**config.mk**
```make
export PLATFORM = sky130hd
export DESIGN_NAME = wb_pwm_fader_flat
export DESIGN_NICKNAME = d
export VERILOG_FILES = /design/src/rtl/wb_pwm_fader_pkg.sv /design/src/rtl/wb_pwm_fader_if.sv /design/src/rtl/wb_pwm_fader_chan.sv /design/src/rtl/wb_pwm_fader.sv /design/src/flat_wrapper.sv
export SDC_FILE = /design/constraint.sdc
export NUM_CORES = 1
export LEC_CHECK = 0
export CELL_PAD_IN_SITES_DETAIL_PLACEMENT = 1
export CELL_PAD_IN_SITES_GLOBAL_PLACEMENT = 1
export CORE_MARGIN = 4
export CORE_UTILIZATION = 23
export CTS_BUF_LIST = sky130_fd_sc_hd__clkbuf_2
export DETAILED_ROUTE_END_ITERATION = 10
export PLACE_DENSITY = 0.59
export SLEW_MARGIN = 20
export SYNTH_ARGS = -nofsm -noshare
export SYNTH_HDL_FRONTEND = slang
export SYNTH_SLANG_ARGS = --single-unit
```
**constraint.sdc**
```tcl
create_clock -name wb_clk_i -period 2.1 [get_ports wb_clk_i]
set_input_delay 0.21 -clock wb_clk_i [delete_from_list [all_inputs] [get_ports wb_clk_i]]
set_output_delay 0.21 -clock wb_clk_i [all_outputs]
set_load 0.01 [all_outputs]
```
**src/rtl/wb_pwm_fader_pkg.sv**
```systemverilog
// Shared definitions for the Wishbone PWM fader: FSM state encodings and the
// ack-timeout length used when WB_PWM_FADER_TIMEOUT_EN is defined.
package wb_pwm_pkg;

    typedef enum logic [2:0] {
        ST_IDLE     = 3'd0,
        ST_STEP     = 3'd1,
        ST_SCAN     = 3'd2,
        ST_WRITE    = 3'd3,
        ST_WAIT_ACK = 3'd4
    } fader_state_t;

    // Cycles spent in WAIT_ACK without an ack before the transfer is abandoned.
    localparam int TIMEOUT_CYCLES = 16;
    localparam int TIMEOUT_W      = $clog2(TIMEOUT_CYCLES);

endpackage

```
**src/rtl/wb_pwm_fader_if.sv**
```systemverilog
// Wishbone B4 pipelined write-only link between the fader (master) and the
// PWM peripheral slave port.
interface wb_pwm_fader_if;

    logic        wbm_cyc_o;
    logic        wbm_stb_o;
    logic        wbm_we_o;
    logic [31:0] wbm_adr_o;
    logic [31:0] wbm_dat_o;
    logic        wbm_ack_i;
    logic        wbm_stall_i;

    modport master (
        output wbm_cyc_o, wbm_stb_o, wbm_we_o, wbm_adr_o, wbm_dat_o,
        input  wbm_ack_i, wbm_stall_i
    );

    modport slave (
        input  wbm_cyc_o, wbm_stb_o, wbm_we_o, wbm_adr_o, wbm_dat_o,
        output wbm_ack_i, wbm_stall_i
    );

endinterface

```
**src/rtl/wb_pwm_fader_chan.sv**
```systemverilog
// One fader channel: target and current duty plus a dirty flag that marks a
// value not yet pushed to the PWM peripheral. Current moves one LSB toward
// target per step pulse.
module wb_pwm_fader_chan #(
    parameter int BITS = 4
) (
    input  logic            wb_clk_i,
    input  logic            wb_rst_i,
    input  logic            load,
    input  logic [BITS-1:0] load_value,
    input  logic            step,
    input  logic            clear_dirty,
    output logic [BITS-1:0] current,
    output logic            dirty
);

    logic [BITS-1:0] target;

    // Target load, one-LSB step toward target, and dirty tracking.
    // Dirty comes out of reset set so the first sweep pushes zeros everywhere.
    always_ff @(posedge wb_clk_i or posedge wb_rst_i) begin
        if (wb_rst_i) begin
            target  <= '0;
            current <= '0;
            dirty   <= 1'b1;
        end else begin
            if (load) begin
                target <= load_value;
            end
            if (step) begin
                if (current < target) begin
                    current <= current + 1'b1;
                    dirty   <= 1'b1;
                end else if (current > target) begin
                    current <= current - 1'b1;
                    dirty   <= 1'b1;
                end
            end else if (clear_dirty) begin
                dirty <= 1'b0;
            end
        end
    end

endmodule

```
**src/rtl/wb_pwm_fader.sv**
```systemverilog
// Wishbone PWM fader: steps every channel's duty one LSB toward its target on
// each prescaler tick and writes each changed value to the PWM peripheral.
// Optional build macro: WB_PWM_FADER_TIMEOUT_EN adds a 16-cycle ack timeout
// with a sticky err flag; without it WAIT_ACK waits forever and err is 0.
//
// state       | meaning
// ------------+---------------------------------------------------------
// ST_IDLE     | waiting for a prescaler tick (or a pending one)
// ST_STEP     | every channel moves one LSB toward its target
// ST_SCAN     | pick lowest-index dirty channel, or finish the sweep
// ST_WRITE    | cyc/stb/we asserted, waiting for the slave to take stb
// ST_WAIT_ACK | strobe accepted, cyc held until the slave acks
module wb_pwm_fader
    import wb_pwm_pkg::*;
#(
    parameter int BITS      = 4,
    parameter int CHANNELS  = 3,
    parameter int PRESCALE  = 1024,
    parameter int ADR_SHIFT = 0
) (
    input  logic                        wb_clk_i,
    input  logic                        wb_rst_i,
    input  logic                        tgt_valid,
    output logic                        tgt_ready,
    input  logic [$clog2(CHANNELS)-1:0] tgt_chan,
    input  logic [BITS-1:0]             tgt_value,
    wb_pwm_fader_if.master              wbm,
    output logic                        busy,
    output logic                        err
);

    localparam int CH_W = $clog2(CHANNELS);
    localparam int PS_W = $clog2(PRESCALE);

    fader_state_t state_q, state_d;

    logic [PS_W-1:0]     ps_cnt;
    logic                tick;
    logic                pending;
    logic [CH_W-1:0]     sel_q;
    logic [CH_W-1:0]     pick;
    logic                any_elig;
    logic [CHANNELS-1:0] dirty_vec;
    logic [CHANNELS-1:0] elig;
    logic [CHANNELS-1:0] skip;
    logic [CHANNELS-1:0] clr_vec;
    logic [CHANNELS-1:0] load_vec;
    logic [BITS-1:0]     cur [CHANNELS];
    logic                step_en;
    logic                latch_sel;
    logic                ack_done;
    logic                timeout;

    // Channel registers; an out-of-range tgt_chan matches no instance and is dropped.
    for (genvar i = 0; i < CHANNELS; i++) begin : g_chan
        assign load_vec[i] = tgt_valid && (tgt_chan == CH_W'(i));
        assign clr_vec[i]  = ack_done && (sel_q == CH_W'(i));

        wb_pwm_fader_chan #(.BITS(BITS)) u_chan (
            .wb_clk_i    (wb_clk_i),
            .wb_rst_i    (wb_rst_i),
            .load        (load_vec[i]),
            .load_value  (tgt_value),
            .step        (step_en),
            .clear_dirty (clr_vec[i]),
            .current     (cur[i]),
            .dirty       (dirty_vec[i])
        );
    end

    assign tick = (ps_cnt == PS_W'(PRESCALE - 1));

    // Free-running prescaler, wraps at PRESCALE-1 and ticks on the wrap cycle.
    always_ff @(posedge wb_clk_i or posedge wb_rst_i) begin
        if (wb_rst_i) begin
            ps_cnt <= '0;
        end else if (tick) begin
            ps_cnt <= '0;
        end else begin
            ps_cnt <= ps_cnt + 1'b1;
        end
    end

    // One-deep memory of a tick that arrived mid-sweep; IDLE consumes it.
    always_ff @(posedge wb_clk_i or posedge wb_rst_i) begin
        if (wb_rst_i) begin
            pending <= 1'b0;
        end else if (state_q == ST_IDLE) begin
            pending <= 1'b0;
        end else if (tick) begin
            pending <= 1'b1;
        end
    end

    // Ready is held low only while reset is applied.
    always_ff @(posedge wb_clk_i or posedge wb_rst_i) begin
        if (wb_rst_i) begin
            tgt_ready <= 1'b0;
        end else begin
            tgt_ready <= 1'b1;
        end
    end

    assign elig     = dirty_vec & ~skip;
    assign any_elig = |elig;

    // Lowest-index eligible dirty channel.
    always_comb begin
        pick = '0;
        for (int i = CHANNELS - 1; i >= 0; i--) begin
            if (elig[i]) begin
                pick = CH_W'(i);
            end
        end
    end

    // FSM state register.
    always_ff @(posedge wb_clk_i or posedge wb_rst_i) begin
        if (wb_rst_i) begin
            state_q <= ST_IDLE;
        end else begin
            state_q <= state_d;
        end
    end

    // FSM next-state and control strobes.
    always_comb begin
        state_d   = state_q;
        step_en   = 1'b0;
        latch_sel = 1'b0;
        ack_done  = 1'b0;
        case (state_q)
            ST_IDLE: begin
                if (tick || pending) begin
                    state_d = ST_STEP;
                end
            end
            ST_STEP: begin
                step_en = 1'b1;
                state_d = ST_SCAN;
            end
            ST_SCAN: begin
                if (any_elig) begin
                    latch_sel = 1'b1;
                    state_d   = ST_WRITE;
                end else begin
                    state_d = ST_IDLE;
                end
            end
            ST_WRITE: begin
                if (!wbm.wbm_stall_i) begin
                    if (wbm.wbm_ack_i) begin
                        ack_done = 1'b1;
                        state_d  = ST_SCAN;
                    end else begin
                        state_d = ST_WAIT_ACK;
                    end
                end
            end
            ST_WAIT_ACK: begin
                if (wbm.wbm_ack_i) begin
                    ack_done = 1'b1;
                    state_d  = ST_SCAN;
                end else if (timeout) begin
                    state_d = ST_SCAN;
                end
            end
            default: state_d = ST_IDLE;
        endcase
    end

    // Selected channel is frozen from SCAN until the next SCAN so adr/dat stay put.
    always_ff @(posedge wb_clk_i or posedge wb_rst_i) begin
        if (wb_rst_i) begin
            sel_q <= '0;
        end else if (latch_sel) begin
            sel_q <= pick;
        end
    end

`ifdef WB_PWM_FADER_TIMEOUT_EN
    logic [TIMEOUT_W-1:0] to_cnt;
    logic [CHANNELS-1:0]  skip_q;
    logic                 err_q;

    assign timeout = (state_q == ST_WAIT_ACK) && !wbm.wbm_ack_i
                     && (to_cnt == TIMEOUT_W'(TIMEOUT_CYCLES - 1));
    assign skip    = skip_q;
    assign err     = err_q;

    // Ack timeout: counter runs only in WAIT_ACK; a timed-out channel stays
    // dirty but is skipped until the sweep ends, then retried next tick.
    always_ff @(posedge wb_clk_i or posedge wb_rst_i) begin
        if (wb_rst_i) begin
            to_cnt <= '0;
            skip_q <= '0;
            err_q  <= 1'b0;
        end else begin
            to_cnt <= (state_q == ST_WAIT_ACK) ? to_cnt + 1'b1 : '0;
            if (timeout) begin
                err_q         <= 1'b1;
                skip_q[sel_q] <= 1'b1;
            end
            if (state_q == ST_SCAN && !any_elig) begin
                skip_q <= '0;
            end
        end
    end
`else
    assign timeout = 1'b0;
    assign skip    = '0;
    assign err     = 1'b0;
`endif

    assign busy          = (state_q != ST_IDLE);
    assign wbm.wbm_cyc_o = (state_q == ST_WRITE) || (state_q == ST_WAIT_ACK);
    assign wbm.wbm_stb_o = (state_q == ST_WRITE);
    assign wbm.wbm_we_o  = (state_q == ST_WRITE);
    assign wbm.wbm_adr_o = 32'(sel_q) << ADR_SHIFT;
    assign wbm.wbm_dat_o = 32'(cur[sel_q]);

endmodule

```
**src/flat_wrapper.sv**
```systemverilog
// flat-port wrapper written by rule: the top's interface ports become plain ports
module wb_pwm_fader_flat import wb_pwm_pkg::*;
#(
    parameter int BITS      = 4,
    parameter int CHANNELS  = 3,
    parameter int PRESCALE  = 1024,
    parameter int ADR_SHIFT = 0
)
  (wb_clk_i, wb_rst_i, tgt_valid, tgt_ready, tgt_chan, tgt_value, busy, err, wbm_wbm_cyc_o, wbm_wbm_stb_o, wbm_wbm_we_o, wbm_wbm_adr_o, wbm_wbm_dat_o, wbm_wbm_ack_i, wbm_wbm_stall_i);
  wb_pwm_fader_if wbm_i ();
  input  logic wb_clk_i;
  input  logic wb_rst_i;
  input  logic tgt_valid;
  output logic tgt_ready;
  input  logic [$clog2(CHANNELS)-1:0] tgt_chan;
  input  logic [BITS-1:0] tgt_value;
  output logic busy;
  output logic err;
  output wire logic [$bits(wbm_i.wbm_cyc_o)-1:0] wbm_wbm_cyc_o;
  output wire logic [$bits(wbm_i.wbm_stb_o)-1:0] wbm_wbm_stb_o;
  output wire logic [$bits(wbm_i.wbm_we_o)-1:0] wbm_wbm_we_o;
  output wire logic [$bits(wbm_i.wbm_adr_o)-1:0] wbm_wbm_adr_o;
  output wire logic [$bits(wbm_i.wbm_dat_o)-1:0] wbm_wbm_dat_o;
  input wire logic [$bits(wbm_i.wbm_ack_i)-1:0] wbm_wbm_ack_i;
  input wire logic [$bits(wbm_i.wbm_stall_i)-1:0] wbm_wbm_stall_i;
  assign wbm_wbm_cyc_o = wbm_i.wbm_cyc_o;
  assign wbm_wbm_stb_o = wbm_i.wbm_stb_o;
  assign wbm_wbm_we_o = wbm_i.wbm_we_o;
  assign wbm_wbm_adr_o = wbm_i.wbm_adr_o;
  assign wbm_wbm_dat_o = wbm_i.wbm_dat_o;
  assign wbm_i.wbm_ack_i = wbm_wbm_ack_i;
  assign wbm_i.wbm_stall_i = wbm_wbm_stall_i;
  wb_pwm_fader #(.BITS(BITS), .CHANNELS(CHANNELS), .PRESCALE(PRESCALE), .ADR_SHIFT(ADR_SHIFT)) u_core (.wb_clk_i(wb_clk_i), .wb_rst_i(wb_rst_i), .tgt_valid(tgt_valid), .tgt_ready(tgt_ready), .tgt_chan(tgt_chan), .tgt_value(tgt_value), .wbm(wbm_i), .busy(busy), .err(err));
endmodule
```
==> run_results.csv <==
group,metric,value,unit
status,status,"finished with violations",
status,violations,"negative setup slack",
global_routing,grt.overflow.total,0,
final_layout,finish.instance_area,0.00371,sq mm
synthesis,ys_ff_latch,44,
worst_setup_path,critPathBufInv,0,
clock_network,cts_buffers,5,
timing,finalCritPeriodShare,107,%
worst_setup_path,critical_path.top_delay_family,"compound AO/OA/AOI/OAI gates",
drt,finalWirelength,6760,um
place,hpwl,5060,um
worst_setup_path,timing.rr.start,"u_core.g_chan[2].u_chan.current[1]$_DFFE_PP0P_",
timing,max_freq,445,MHz
drt,avgRoutedWirePerCell,12.7,um
clock_network,cts-htree-levels,2,
min_path,hp-class,"input port to async pin",
global_routing,grt_max_degree,45,
clock_network,clk_pin_slew,0.25,ns
final_layout,area_growth,28.0,%
worst_setup_path,ff2ff_setup_slack,-0.14,ns
floorplanning,die_area,0.0144,sq mm
timing,rsz0062_at_grt,"true",
timing,worst_slew_pin_slew,0.589,ns
drt,avgViaCountPerCell,3.92,
timing,setup_slack,-0.145,ns
worst_setup_path,slowest_delay,0.48,ns
global_routing,grt_pass1_vias,2254,
global_routing,antenna_found_initial,0,
worst_setup_path,path_max_fanout,3,
global_routing,grt.busiest_layer,"met2",
clock_network,clockBufferDepth,2,
worst_setup_path,rr_worst_depth,10,
drt,first_pass_iters,4,
worst_setup_path,crit_top_cell,"ha_4",
drt,vias,2089,
clock_network,cts_num_sinks,44,
worst_setup_path,cp.depth,10,
floorplanning,core,0.0122,sq mm
power,p_leak,1.73,nW
place,portBuffers,21,
worst_setup_path,crit_type,"flip-flop to flip-flop",
floorplanning,ioPinCount,81,
timing,finalHoldViolations,0,
place,detailedPlace.worstSlack,-0.247,ns
job,max-cap-violations,0,
floorplanning,chipWidth,120,um
power,power_density,1490,mW/mm^2
timing,skew,0.0240,ns
global_routing,use_met3,1.87,%
final_layout,diodes,0,
worst_setup_path,critPathCaptureType,"flip-flop",
worst_setup_path,crit_arrival,2.61,ns
global_routing,gr-usage-all-layers,9.20,%
worst_setup_path,worst_path_max_delay_cell,"dfrtp_1",
timing,finalCriticalPeriod,2.24,ns
drt,drt_iter0_markers,64,
final_layout,drive_above_1_share,27.7,%
power,p_total,5.54,mW
drt,ant_nets,0,
clock_network,cts_tree,"yes",
worst_setup_path,crit_chain,"ha_4 -> nor2b_4 -> o211ai_1 -> nand2_2 -> ha_4 -> a21oi_2 -> nand2_1 -> and3_1 -> o21bai_1 -> xnor2_1",
floorplanning,fp-row-count,40,
global_routing,grtUsageMet1,11.3,%
synthesis,avgSynthCellArea,9.78,sq um
final_layout,final_cells,533,
place,placed_area,0.00332,sq mm
clock_network,ctsRootBufferMaster,"clkbuf_2",
clock_network,ctsHoldBuffers,0,
power,peakVddDrop,316,uV
final_layout,fillers,1421,
worst_setup_path,worstPathRequired,2.46,ns
worst_setup_path,worst_setup_path_start_kind,"flip-flop",
global_routing,grt_pass1_wl,10800,um
floorplanning,floorplan.initialDensity,23.8,%
drt,drc,0,
worst_setup_path,timing.rr.end,"u_core.g_chan[2].u_chan.current[3]$_DFFE_PP0P_",
final_layout,final_common_cell,"conb_1",
synthesis,synthesis.area,0.00290,sq mm
synthesis,synthDistinctLibCells,40,
place,gp_congestion,0.754,
timing,setup_viol,7,
final_layout,most-common-layout-cells,"conb_1, buf_4, dfrtp_1, nand2_1, clkdlybuf4s50_1",
global_routing,use_met2,16.2,%
place,dp_cells,507,
final_layout,nNetsFinal,397,
timing,slew_headroom,60.8,%
synthesis,netlist_instances,296,
timing,final_max_slew_viol_count,0,
synthesis,ys_seq_area_share,38.2,%
timing,final.setup.tns,-0.698,ns
floorplanning,die_height,120,um
clock_network,clk_latency,0.43,ns
synthesis,ys_warn_count,0,
-- Yosys cell counts --
library cell / number / area, sq um
buf_4: 60 / 450
dfrtp_1: 41 / 1030
nand2_1: 23 / 86.3
ha_1: 19 / 238
inv_1: 16 / 60.1
o21ai_1: 15 / 75.1
a21oi_1: 14 / 70.1
mux2_1: 12 / 135
xnor2_1: 12 / 105
nor2_1: 10 / 37.5
nor2b_1: 7 / 43.8
and3_1: 6 / 37.5
nand3_1: 6 / 30.0
nand4_1: 5 / 31.3
mux2i_1: 4 / 40.0
o21ai_2: 4 / 35.0
dfstp_2: 3 / 78.8
fa_1: 3 / 60.1
nand3b_1: 3 / 22.5
nor4_1: 3 / 18.8
o211ai_1: 3 / 22.5
o21bai_1: 3 / 22.5
xor2_1: 3 / 26.3
conb_1: 2 / 7.51
nand2b_1: 2 / 12.5
nor3b_2: 2 / 25.0
o21ai_0: 2 / 10.0
and2_1: 1 / 6.26
buf_2: 1 / 5.00
clkbuf_1: 1 / 3.75
inv_2: 1 / 3.75
nand2_2: 1 / 6.26
nor3_1: 1 / 5.00
o21a_1: 1 / 7.51
o22a_1: 1 / 8.76
o22ai_1: 1 / 6.26
o31ai_1: 1 / 7.51
o31ai_2: 1 / 12.5
or3_1: 1 / 6.26
or3b_1: 1 / 8.76
-- layout make-up --
class,count,area [sq um],share of cell area (%)
Multi-Input combinational cell,231,1710,46.0
Sequential cell,44,1110,29.8
Timing Repair Buffer,65,553,14.9
Tap cell,168,210,5.67
Inverter,17,63.8,1.72
Clock inverter,3,42.5,1.15
Clock buffer,5,25.0,0.675
-- per-stage QoR --
step | hold WS [ns] | utilization (%)
finish | 0.194 | 30.5
global route | 0.237 | 30.5
CTS | 0.225 | 29.3
detailed placement | 0.460 | 27.3
global placement | 0.457 | 27.3
floorplan | 0.276 | -
-- sequential cells by signal, indices dropped and copies added (netlist names) --
register,flops
u_core.g_chan.u_chan.dirty,3
u_core.ps_cnt,10
u_core.pending,1
u_core.tgt_ready,1
u_core.g_chan.u_chan.current,12
u_core.g_chan.u_chan.target,12
u_core.sel_q,2
u_core.state_q,3
-- worst register-to-register path, cell delays in order (launching register included) --
cell and delay, ns:
dfrtp_1 0.48, ha_4 0.26, nor2b_4 0.12, o211ai_1 0.29, nand2_2 0.17, ha_4 0.25, a21oi_2 0.11, nand2_1 0.07
and3_1 0.14, o21bai_1 0.14, xnor2_1 0.13
-- kinds of logic after synthesis --
| kind of cell | Yosys count | synth area share, % |
|---|---|---|
| AO/OA/AOI/OAI | 46 | 9.59 |
| XOR/XNOR | 15 | 4.54 |
| adder cells (fa/ha/maj) | 22 | 10.3 |
| buffers and inverters | 79 | 18.1 |
| flip-flops | 44 | 38.2 |
| multiplexers | 16 | 6.05 |
| other | 2 | 0.259 |
| AND/OR/NAND/NOR | 72 | 13.1 |
-- power breakdown --
group          switching, mW  internal (mW)  leakage [nW]
sequential             0.163           1.09         0.532
combinational           1.75           2.04          1.16
clock                  0.295          0.198        0.0390
total                   2.21           3.33          1.73
-- worst max path at each step --
stage,from,to
final,u_core.g_chan[2].u_chan.current[1]$_DFFE_PP0P_,u_core.g_chan[2].u_chan.current[3]$_DFFE_PP0P_
after global routing,u_core.g_chan[1].u_chan.target[1]$_DFFE_PP0P_,u_core.g_chan[1].u_chan.current[3]$_DFFE_PP0P_
after CTS,u_core.g_chan[1].u_chan.current[1]$_DFFE_PP0P_,u_core.g_chan[1].u_chan.current[3]$_DFFE_PP0P_
after detailed placement,u_core.g_chan[1].u_chan.target[1]$_DFFE_PP0P_,u_core.g_chan[1].u_chan.current[3]$_DFFE_PP0P_
after global placement,u_core.g_chan[1].u_chan.target[1]$_DFFE_PP0P_,u_core.g_chan[1].u_chan.current[3]$_DFFE_PP0P_
after floorplan,u_core.g_chan[0].u_chan.current[1]$_DFFE_PP0P_,u_core.g_chan[0].u_chan.current[3]$_DFFE_PP0P_
-- what timing repair did --
| item | CTS | global route |
|---|---|---|
| resized for setup | 22 | 21 |
| setup buffers | 16 | 2 |
| pin swaps | 32 | 16 |
| endpoints found under the setup margin | 12 | 11 |
-- routing by layer --
layer  vias up  routed length (um)
met5         -                   0
met4         0                  61
met3         6                 262
met2        39                3510
met1      1032                2920
li1       1012                   -
Note: power is estimated with default switching activity, not from simulation.
